[config.mk]
export PLATFORM = sky130hd
export DESIGN_NAME = pc_ctrl_flat
export DESIGN_NICKNAME = d
export VERILOG_FILES = /design/src/rtl/pc_ctrl_if.sv /design/src/rtl/pc_ctrl.sv /design/src/flat_wrapper.sv
export SDC_FILE = /design/constraint.sdc
export NUM_CORES = 1
export LEC_CHECK = 0
export ABC_AREA = 1
export CORE_MARGIN = 3
export CORE_UTILIZATION = 48
export DETAILED_ROUTE_END_ITERATION = 16
export MAX_ROUTING_LAYER = met4
export PLACE_DENSITY = 0.86
export SLEW_MARGIN = 20
export SYNTH_ARGS = -nofsm -noshare
export SYNTH_HDL_FRONTEND = slang
export SYNTH_SLANG_ARGS = --single-unit
[constraint.sdc]
create_clock -name clk -period 1.8 [get_ports clk]
set_input_delay 0.27 -clock clk [delete_from_list [all_inputs] [get_ports clk]]
set_output_delay 0.27 -clock clk [all_outputs]
set_load 0.01 [all_outputs]
[src/rtl/pc_ctrl_if.sv]
// pc_ctrl_if: redirect/stall bundle between the pipeline sources and the PC register
interface pc_ctrl_if #(parameter int ADDR_W = 32);
  logic              irq_jump_en_i;
  logic [ADDR_W-1:0] irq_jump_addr_i;
  logic              ex_jump_en_i;
  logic [ADDR_W-1:0] ex_jump_addr_i;
  logic              div_hold_i;
  logic              bus_hold_i;
  logic              jump_en_o;
  logic [ADDR_W-1:0] jump_addr_o;
  logic              hold_flag_o;
  logic              flush_o;
  logic              bus_err_o;
  modport slave (
    input  irq_jump_en_i, irq_jump_addr_i, ex_jump_en_i, ex_jump_addr_i, div_hold_i, bus_hold_i,
    output jump_en_o, jump_addr_o, hold_flag_o, flush_o, bus_err_o
  );
  modport master (
    output irq_jump_en_i, irq_jump_addr_i, ex_jump_en_i, ex_jump_addr_i, div_hold_i, bus_hold_i,
    input  jump_en_o, jump_addr_o, hold_flag_o, flush_o, bus_err_o
  );
endinterface

[src/rtl/pc_ctrl.sv]
// pc_ctrl: arbitrates PC redirects, merges stalls, buffers redirects across bus stalls
module pc_ctrl #(
  parameter int ADDR_W       = 32,
  parameter int FLUSH_CYCLES = 2,
  parameter int TIMEOUT      = 255
) (
  input logic     clk,
  input logic     rst_n,
  pc_ctrl_if.slave pc
);
  typedef enum logic [1:0] {IDLE, PEND, FLUSH} state_t;
  localparam int WD_W = TIMEOUT > 0 ? $clog2(TIMEOUT + 1) : 1;
  state_t            state, state_nx;
  logic [3:0]        cnt, cnt_nx;
  logic [ADDR_W-1:0] pend_addr, pend_nx, sel_addr, jump_addr;
  logic [WD_W-1:0]   wd_cnt;
  logic              take, jump_en, flush;
  assign sel_addr = pc.irq_jump_en_i ? pc.irq_jump_addr_i : pc.ex_jump_addr_i;
  // redirect FSM, flush counter and buffered target
  always_ff @(posedge clk or negedge rst_n) begin
    if (!rst_n) begin
      state     <= IDLE;
      cnt       <= '0;
      pend_addr <= '0;
    end else begin
      state     <= state_nx;
      cnt       <= cnt_nx;
      pend_addr <= pend_nx;
    end
  end
  // next state and redirect decode; ex requests are only accepted from IDLE
  always_comb begin
    state_nx  = (state == FLUSH && cnt == 4'd1) ? IDLE : state;
    cnt_nx    = (state == FLUSH) ? cnt - 4'd1 : cnt;
    pend_nx   = pend_addr;
    jump_en   = 1'b0;
    jump_addr = '0;
    flush     = state != IDLE;
    take      = (state == IDLE) ? (pc.irq_jump_en_i | pc.ex_jump_en_i) : (state == FLUSH && pc.irq_jump_en_i);
    if (state == PEND) begin
      pend_nx = pc.irq_jump_en_i ? pc.irq_jump_addr_i : pend_addr;
      if (!pc.bus_hold_i) begin
        jump_en   = 1'b1;
        jump_addr = pc.irq_jump_en_i ? pc.irq_jump_addr_i : pend_addr;
      end
    end else if (take) begin
      flush = 1'b1;
      if (pc.bus_hold_i) begin
        state_nx = PEND;
        pend_nx  = sel_addr;
      end else begin
        jump_en   = 1'b1;
        jump_addr = sel_addr;
      end
    end
    if (jump_en) begin
      state_nx = (FLUSH_CYCLES == 1) ? IDLE : FLUSH;
      cnt_nx   = 4'(FLUSH_CYCLES - 1);
    end
  end
  // fetch-bus watchdog: counts consecutive stall cycles, saturating at TIMEOUT
  always_ff @(posedge clk or negedge rst_n) begin
    if (!rst_n) wd_cnt <= '0;
    else        wd_cnt <= !pc.bus_hold_i ? '0 : (wd_cnt == WD_W'(TIMEOUT)) ? wd_cnt : wd_cnt + WD_W'(1);
  end
  assign pc.jump_en_o   = rst_n & jump_en;
  assign pc.jump_addr_o = rst_n ? jump_addr : '0;
  assign pc.flush_o     = rst_n & flush;
  assign pc.hold_flag_o = rst_n & !jump_en & (pc.div_hold_i | pc.bus_hold_i | state == PEND);
  assign pc.bus_err_o   = rst_n && TIMEOUT != 0 && pc.bus_hold_i && wd_cnt == WD_W'(TIMEOUT - 1);
endmodule

[src/flat_wrapper.sv]
// flat-port wrapper written by rule: the top's interface ports become plain ports
module pc_ctrl_flat 
#(
  parameter int ADDR_W       = 32,
  parameter int FLUSH_CYCLES = 2,
  parameter int TIMEOUT      = 255
)
  (clk, rst_n, pc_irq_jump_en_i, pc_irq_jump_addr_i, pc_ex_jump_en_i, pc_ex_jump_addr_i, pc_div_hold_i, pc_bus_hold_i, pc_jump_en_o, pc_jump_addr_o, pc_hold_flag_o, pc_flush_o, pc_bus_err_o);
  pc_ctrl_if #(.ADDR_W(ADDR_W)) pc_i ();
  input logic clk;
  input logic rst_n;
  input wire logic [$bits(pc_i.irq_jump_en_i)-1:0] pc_irq_jump_en_i;
  input wire logic [$bits(pc_i.irq_jump_addr_i)-1:0] pc_irq_jump_addr_i;
  input wire logic [$bits(pc_i.ex_jump_en_i)-1:0] pc_ex_jump_en_i;
  input wire logic [$bits(pc_i.ex_jump_addr_i)-1:0] pc_ex_jump_addr_i;
  input wire logic [$bits(pc_i.div_hold_i)-1:0] pc_div_hold_i;
  input wire logic [$bits(pc_i.bus_hold_i)-1:0] pc_bus_hold_i;
  output wire logic [$bits(pc_i.jump_en_o)-1:0] pc_jump_en_o;
  output wire logic [$bits(pc_i.jump_addr_o)-1:0] pc_jump_addr_o;
  output wire logic [$bits(pc_i.hold_flag_o)-1:0] pc_hold_flag_o;
  output wire logic [$bits(pc_i.flush_o)-1:0] pc_flush_o;
  output wire logic [$bits(pc_i.bus_err_o)-1:0] pc_bus_err_o;
  assign pc_i.irq_jump_en_i = pc_irq_jump_en_i;
  assign pc_i.irq_jump_addr_i = pc_irq_jump_addr_i;
  assign pc_i.ex_jump_en_i = pc_ex_jump_en_i;
  assign pc_i.ex_jump_addr_i = pc_ex_jump_addr_i;
  assign pc_i.div_hold_i = pc_div_hold_i;
  assign pc_i.bus_hold_i = pc_bus_hold_i;
  assign pc_jump_en_o = pc_i.jump_en_o;
  assign pc_jump_addr_o = pc_i.jump_addr_o;
  assign pc_hold_flag_o = pc_i.hold_flag_o;
  assign pc_flush_o = pc_i.flush_o;
  assign pc_bus_err_o = pc_i.bus_err_o;
  pc_ctrl #(.ADDR_W(ADDR_W), .FLUSH_CYCLES(FLUSH_CYCLES), .TIMEOUT(TIMEOUT)) u_core (.clk(clk), .rst_n(rst_n), .pc(pc_i));
endmodule
Word level (Yosys, flattened, before mapping)
Cells that the tools add are included.

operators by class
  add/sub/neg operators = 2
  equal/unequal tests = 6
  muxes and demuxes = 25
  bitwise operators = 7
  reductions and logical operators = 11

operators by type and width
  cell                                              number
  2-to-1 mux 32 bit                                 10
  == test 8 bit, second input constant              2
  2-to-1 mux 8 bit                                  2
  2-to-1 mux 2 bit                                  5
  adder 8 x 1 -> 8 bit, second input constant       1
  2-to-1 mux 4 bit                                  2
  nonzero test 2 bit                                4
  2-to-1 mux 1 bit                                  6
  AND 1 bit                                         4
  == test 4 x 1 -> 1 bit, second input constant     1
  logical AND 1 bit                                 4
  subtractor 4 x 1 -> 4 bit, second input constant  1
  bitwise OR 1 bit                                  3
  == test 2 x 1 -> 1 bit, second input constant     1
  == test 2 bit, second input constant              1
  logical NOT 2 bit                                 1
  inequality test 2 bit, second input constant      1
  AND reduction 2 bit                               1
  logical NOT 1 bit                                 1

storage, ports and cells
  flip-flop bits (word level) = 46
  input port bits = 70
  output and inout port bits = 36
  logic and storage cells = 55

Depth between registers and ports, before layout
Gate-level depths: netlist (run 1).

  word-level depth = 8
  depth in mapped cells = 10

Worst setup path after synthesis (run 1)
Ideal clock, no wire load.

  path kind = register -> output
  start = register u_core.state[1]
  end = output pc_jump_addr_o[10]
  arrival = 1.295 ns
  data required time = 1.530 ns
  path slack = 0.235 ns
  cell stages (with the launch flop) = 7
  buffers on the path = 1
  path through = dfrtp_1 inv_1 nand2_1 a21oi_1 buf_4 nand2_1 a21oi_1

on the way
  cells in the longest elaborated chain, start to end = 6
  elaborated cells on any way between the ends = 8
  classes of those cells = eq/ne: 2; mux: 4; reduce/logical: 2

RTL lines
  item                    line                source
  start, declared         pc_ctrl.sv:13       state_t state, state_nx;
  start signal, assigned  pc_ctrl.sv:26       state <= state_nx;
  == test 2 bit           pc_ctrl.sv:39       take = (state == IDLE) ? (pc.irq_jump_en_i | pc.ex_jump_en_i) : (state == FLUSH && pc.irq_jump_en_i);
  logical AND 1 bit       pc_ctrl.sv:39
  2-to-1 mux 1 bit        pc_ctrl.sv:39
  2-to-1 mux 32 bit       pc_ctrl.sv:46       end else if (take) begin
  2-to-1 mux 32 bit *     pc_ctrl.sv:40       if (state == PEND) begin
  2-to-1 mux 32 bit *     pc_ctrl.sv:67       assign pc.jump_addr_o = rst_n ? jump_addr : '0;
  end, declared           flat_wrapper.sv:19  output wire logic [$bits(pc_i.jump_addr_o)-1:0] pc_jump_addr_o;

Mark *: on every way between the ends. The rest lies on a longest branch, timed or not.

Worst setup path after layout (run 1)
  start = register u_core.state[1]
  end = output pc_hold_flag_o

on the way
  cells in the longest elaborated chain, start to end = 8
  elaborated cells on any way between the ends = 11
  classes of those cells = eq/ne: 2; mux: 3; bitwise: 3; reduce/logical: 3

RTL lines
  item               line                source
  == test 2 bit      pc_ctrl.sv:39
  logical AND 1 bit  pc_ctrl.sv:39
  2-to-1 mux 1 bit   pc_ctrl.sv:39
  2-to-1 mux 1 bit   pc_ctrl.sv:46
  2-to-1 mux 1 bit   pc_ctrl.sv:40
  logical NOT 1 bit  pc_ctrl.sv:69       assign pc.hold_flag_o = rst_n & !jump_en & (pc.div_hold_i | pc.bus_hold_i | state == PEND);
  AND 1 bit          pc_ctrl.sv:69
  AND 1 bit *        pc_ctrl.sv:69
  end, declared      flat_wrapper.sv:20  output wire logic [$bits(pc_i.hold_flag_o)-1:0] pc_hold_flag_o;

Marked as above.

==> flow_summary.ini, run 1 <==
[status]
status = finished, violations left
violations = setup timing

[place]
preCtsSetupSlack_ns = -0.6712
dpl.hpwl_um = 8235
numPortBuffers = 105
gp_congestion = 0.9953

[layout]
diodes = 0
layout-drive-gt1-share = 0.2814
nNetsFinal = 876
area_delta_synth_final_pct = 60.94

[flow_run]
cap_violations = 0

[yosys]
synth_warnings = 0
synth_area_leaders = nand2_1, dfrtp_1, nand3_1, a21oi_1, inv_1
netlist_area_sq_um = 3585
syn_nets = 706
postSynthAreaPerCell_sq_um = 5.672
synth_top_cell_by_area = nand2_1
ys_types = 25
yosysTopAreaCellShare = 0.4021
yosysSeqAreaShare = 0.3211
syn_inst = 632
synth_seq_cells = 46

[critical_path]
worstPathMaxFanout = 5
setup.worst_path.class = flop to output port
worstReg2RegStart = u_core.state[1]
cpMaxStageDelayCell = dfrtp_1
r2r_end = u_core.pend_addr[19]
end_kind = output port
required_ns = 1.53
cp.arrival_ns = 1.81
critical_path.cell_chain = nor2_4, buf_6, inv_8, buf_8, nand2_4, o21ai_2, nor2_1, buf_2
rr_worst_depth = 9
critPathLaunchType = flop
slowest_delay_ns = 0.46
reg2reg_slack_ns = -0.09

[clock_network]
clock_path_buffers = 2
numCtsBuffers = 5
numClockSinks = 46
htree_num_levels = 2
cts_root_buf = clkbuf_8
cts_tree = yes
clk_pin_slew_ns = 0.10
clk-insertion-delay-late_ns = 0.31

[timing]
period_share = 1.154
slew_headroom = 0.5686
finalSetupViolCount = 37
rsz0062_at_grt = true
finalClockSkew_ns = 0.008171
max_freq_ghz = 0.4816
finalHoldViolations = 0
period_minus_slack_ns = 2.076
finalMaxSlewViolations = 0
worstMarginPinSlew_ns = 0.6464
setup_ws_ns = -0.2763

[worst_hold_path]
hp-class = input pin to async pin

[routing]
wl_um = 16440
num_vias = 5294
firstDrtPassIters = 5
first_iter_violations = 601
postRouteAntennaNets = 0
vias_per_cell = 5.889
wl_per_cell_um = 18.28
drc = 0

[die]
die_width_um = 92.42
core_sq_um = 7019
die_area_sq_um = 8541
row_count = 30
initial_core_util = 0.5107
ios = 106
die_h_um = 92.42

[global_route]
grt_pass1_vias = 4732
grt_pass1_wl_um = 21830
overflow = 0
grt_usage = 0.3230
antenna_found_initial = 0
grt_max_degree = 33

[pwr]
powerDensity_nw_per_um2 = 1287
p_leak_uw = 0.003187
vdd.ir_drop.worst_mv = 0.7232
power.total_uw = 7424
[logic make-up after synthesis]
group / count (synthesis) / synth area share
compound gates: 36 / 0.05061
fa+ha+maj: 4 / 0.01396
xor+xnor: 1 / 0.002444
flops: 46 / 0.3211
buf+inv: 71 / 0.08761
simple gates: 474 / 0.5243
[layout make-up]
class | instances | area (sq um)
sequential | 46 | 1151
clock buffer | 7 | 86.33
fill | 399 | 1250
clock inverter | 1 | 5.005
tap | 96 | 120.1
multi-input combinational | 516 | 2442
inverter | 37 | 148.9
timing repair buffer | 196 | 1815
[registers in the layout (all words and copies together), names as in the netlist]
| signal | count |
|---|---|
| u_core.pend_addr | 32 |
| u_core.state | 2 |
| u_core.wd_cnt | 8 |
| u_core.cnt | 4 |
[what timing repair did]
| item | 4_1_cts | 5_1_grt |
|---|---|---|
| pin swaps | 7 | 38 |
| gates cloned | 5 | 2 |
| gates resized for setup | 174 | 103 |
| hold buffers | 0 | 0 |
| endpoints found under the setup margin | 36 | 36 |
| setup buffers | 8 | 10 |
[synth_stat cells (all sizes together)]
cell type / instances
nand2: 386
ha: 4
inv: 37
nor2: 34
nand3b: 1
dfrtp: 46
nor3: 3
a31oi: 1
or2: 2
o21ai: 4
clkbuf: 9
xor2: 1
nand4: 4
nand3: 44
a21oi: 31
buf: 25
[cells in the final DEF (no fill, tap or decap), types with 3 or more instances in the layout]
cell,instances
nand2_1,336
buf_4,69
clkdlybuf4s50_1,66
dfrtp_1,46
nand3_1,42
nand2_2,38
buf_2,31
a21oi_1,25
inv_1,22
nor2_1,21
buf_6,14
inv_2,13
nand2_4,10
nor2_2,7
nor2_4,6
clkbuf_8,6
buf_12,6
a21oi_2,5
nand4_1,4
ha_1,4
nand2_8,3
o21ai_0,3
[layer usage]
layer	share of wire	GRT usage
met3	0.11	0.05686
met2	0.48	0.5680
met1	0.34	0.3497
met5	0	-
met4	0.071	0.1621
[per-stage QoR]
stage	utilization	cells	TNS [ns]	hold slack (ns)	cell area (sq um)
finish	0.8219	899	-6.843	0.1371	5769
CTS	0.7677	888	-2.635	0.1228	5389
detailed placement	0.7317	867	-20.61	0.3148	5136
floorplan	-	632	0	-0.02559	3585
global route	0.8219	899	-9.805	0.1267	5769
global placement	0.7317	867	-20.24	0.2977	5136
[where the power goes]
group          switching (uW)  internal, uW  total, uW
combinational            2830          2160       5000
sequential                294          1430       1720
clock                     394           311        706
[worst max-delay path: cells and delay by family (launching register included)]
kind	cells	cell delay, ns
compound gates	1	0.05
buf+inv	4	0.51
flops	1	0.46
simple gates	3	0.47
[worst max path at each step]
stage                           from            endpoint  slack [ns]  depth (start not counted)
floorplan            u_core.state[1]  pc_jump_addr_o[10]        0.24                          6
global placement    pc_irq_jump_en_i  pc_jump_addr_o[27]       -0.66                          7
detailed placement  pc_irq_jump_en_i   pc_jump_addr_o[6]       -0.67                          7
CTS                  u_core.state[1]   pc_jump_addr_o[4]       -0.16                          7
global route         u_core.state[0]  pc_jump_addr_o[27]       -0.33                          9
finish               u_core.state[1]      pc_hold_flag_o       -0.28                          8
(Power assumes the default switching activity.)
==> inputs of run 2 (changes only) <==
--- a/config.mk
+++ b/config.mk
@@ -11,6 +11,7 @@
 export DETAILED_ROUTE_END_ITERATION = 16
 export MAX_ROUTING_LAYER = met4
 export PLACE_DENSITY = 0.86
+export SKIP_CTS_REPAIR_TIMING = 1
 export SLEW_MARGIN = 20
 export SYNTH_ARGS = -nofsm -noshare
 export SYNTH_HDL_FRONTEND = slang
==> flow_summary.ini, run 2 (synthesis gave the netlist of run 1 again) <==
[status]
status = finished, violations left
violations = setup timing

[die]
core_sq_um = 7019
initial_core_util = 0.5107
ios = 106
die_h_um = 92.42
row_count = 30
die_area_sq_um = 8541
die_width_um = 92.42

[layout]
diodes = 0
regArea_sq_um = 1151
fin_util = 0.7724
area_delta_synth_final_pct = 51.24
largest_reg_flops = 32
fin_area_sq_um = 5421
layout-drive-gt1-share = 0.2020
nNetsFinal = 865
n_fill_cell = 482
layout_common_cells = nand2_1, clkdlybuf4s50_1, buf_4
top_regs = u_core.pend_addr (32), u_core.wd_cnt (8), u_core.cnt (4)
final_common_cell = nand2_1
multi_input_area_sq_um = 2242
top_register = u_core.pend_addr

[critical_path]
end_kind = output port
slowest_delay_ns = 0.40
required_ns = 1.53
cpMostUsedCell = nand2_1
cp.arrival_ns = 1.84
rr_worst_depth = 9
critPathLaunchType = flop
r2r_end = u_core.pend_addr[28]
setup.worst_path.class = flop to output port
critical_path.cell_chain = buf_4, nor2_4, buf_6, buf_12, nand2_1, nand2_1, inv_1, nor2_1, clkbuf_2
worstPathMaxFanout = 13
worstReg2RegStart = u_core.state[1]
cpMaxStageDelayCell = dfrtp_1
reg2reg_slack_ns = 0.05

[pwr]
comb_power_share = 0.641
p_int_uw = 3578
seq_power_share = 0.256
powerDensity_nw_per_um2 = 1202
pwr-share-clk = 0.103
p_leak_uw = 0.003091
p_sw_frac = 0.4509
vdd.ir_drop.worst_mv = 0.7230
power.total_uw = 6516
switching_power_uw = 2938

[routing]
postRouteAntennaNets = 0
first_iter_violations = 348
wl_um = 13830
wl_per_cell_um = 15.57
vias_per_cell = 5.472
drc = 0
firstDrtPassIters = 6
num_vias = 4859

[timing]
slew_headroom = 0.5775
finalMaxSlewViolations = 0
finalSetupViolCount = 33
worstMarginPinSlew_ns = 0.6330
finalClockSkew_ns = 0.005356
period_minus_slack_ns = 2.109
hold_ws_ns = 0.1286
period_share = 1.172
finalHoldViolations = 0
rsz0062_at_grt = true
setup_ws_ns = -0.3092
max_freq_ghz = 0.4741

[place]
place_area_sq_um = 5136
dpl.hpwl_um = 8235
numPortBuffers = 105
gp_congestion = 0.9953

[global_route]
grt_pass1_vias = 4227
grt_pass1_wl_um = 18440
grt_usage = 0.2663
antenna_found_initial = 0
grt_max_degree = 40
overflow = 0

[clock_network]
clk_pin_slew_ns = 0.09
clk-insertion-delay-late_ns = 0.31
numClockSinks = 46
cts_root_buf = clkbuf_8
clock_path_buffers = 2
htree_num_levels = 2
cts_tree = yes
numCtsBuffers = 5

[flow_run]
cap_violations = 0

[worst_hold_path]
hp-class = input pin to async pin
## run 2: changes by cell type in the layout (fill, tap and decap cells not counted), moves of 10 or more
| cell | change |
|---|---|
| clkbuf_2 | +11 |
| nand2_1 | +33 |
| inv_2 | -10 |
| nor2_1 | +10 |
| nand2_2 | -24 |
## run 2: how the worst max path moves through the flow
stage,startpoint,end,depth (start not counted)
2_1_floorplan,u_core.state[1],pc_jump_addr_o[10],6
3_3_place_gp,pc_irq_jump_en_i,pc_jump_addr_o[27],7
3_5_place_dp,pc_irq_jump_en_i,pc_jump_addr_o[6],7
4_1_cts,pc_irq_jump_en_i,pc_jump_addr_o[6],7
5_1_grt,u_core.state[1],pc_jump_addr_o[17],9
6_report,u_core.state[1],pc_jump_addr_o[17],9
## run 2: power by group through the flow
stage	registers, uW	clock network [uW]	logic (uW)
CTS	1640	664	3490
global placement	1640	0	3340
floorplan	1610	0	1990
global route	1700	712	4540
finish	1670	673	4180
detailed placement	1660	0	3460
## run 2: cell type report
type / instances / share of cell area
multi-input cells: 516 / 0.4136
repair buffers: 185 / 0.3072
flip-flops and latches: 46 / 0.2123
inverters: 37 / 0.02793
well taps: 96 / 0.02216
clock buffers: 7 / 0.01592
clock inverters: 1 / 0.0009231
## run 2: stage by stage
stage               TNS [ns]  setup WS (ns)  cells
floorplan                  0         0.2352    632
global placement      -20.24        -0.6623    867
detailed placement    -20.61        -0.6712    867
CTS                   -21.33        -0.6923    875
global route          -9.880        -0.3919    888
finish                -7.036        -0.3092    888
## run 2: per-layer routing
metal | vias up | part of all wire | global-route usage
met5 | - | 0 | -
met4 | 0 | 0.043 | 0.09901
met3 | 76 | 0.097 | 0.04549
met2 | 318 | 0.50 | 0.4695
met1 | 2197 | 0.36 | 0.3025
li1 | 2268 | - | -
## run 2: critical path: cells and delay by family (launching register included)
family / cells / cell delay, ns
flops: 1 / 0.40
simple gates: 4 / 0.50
buf+inv: 5 / 0.63
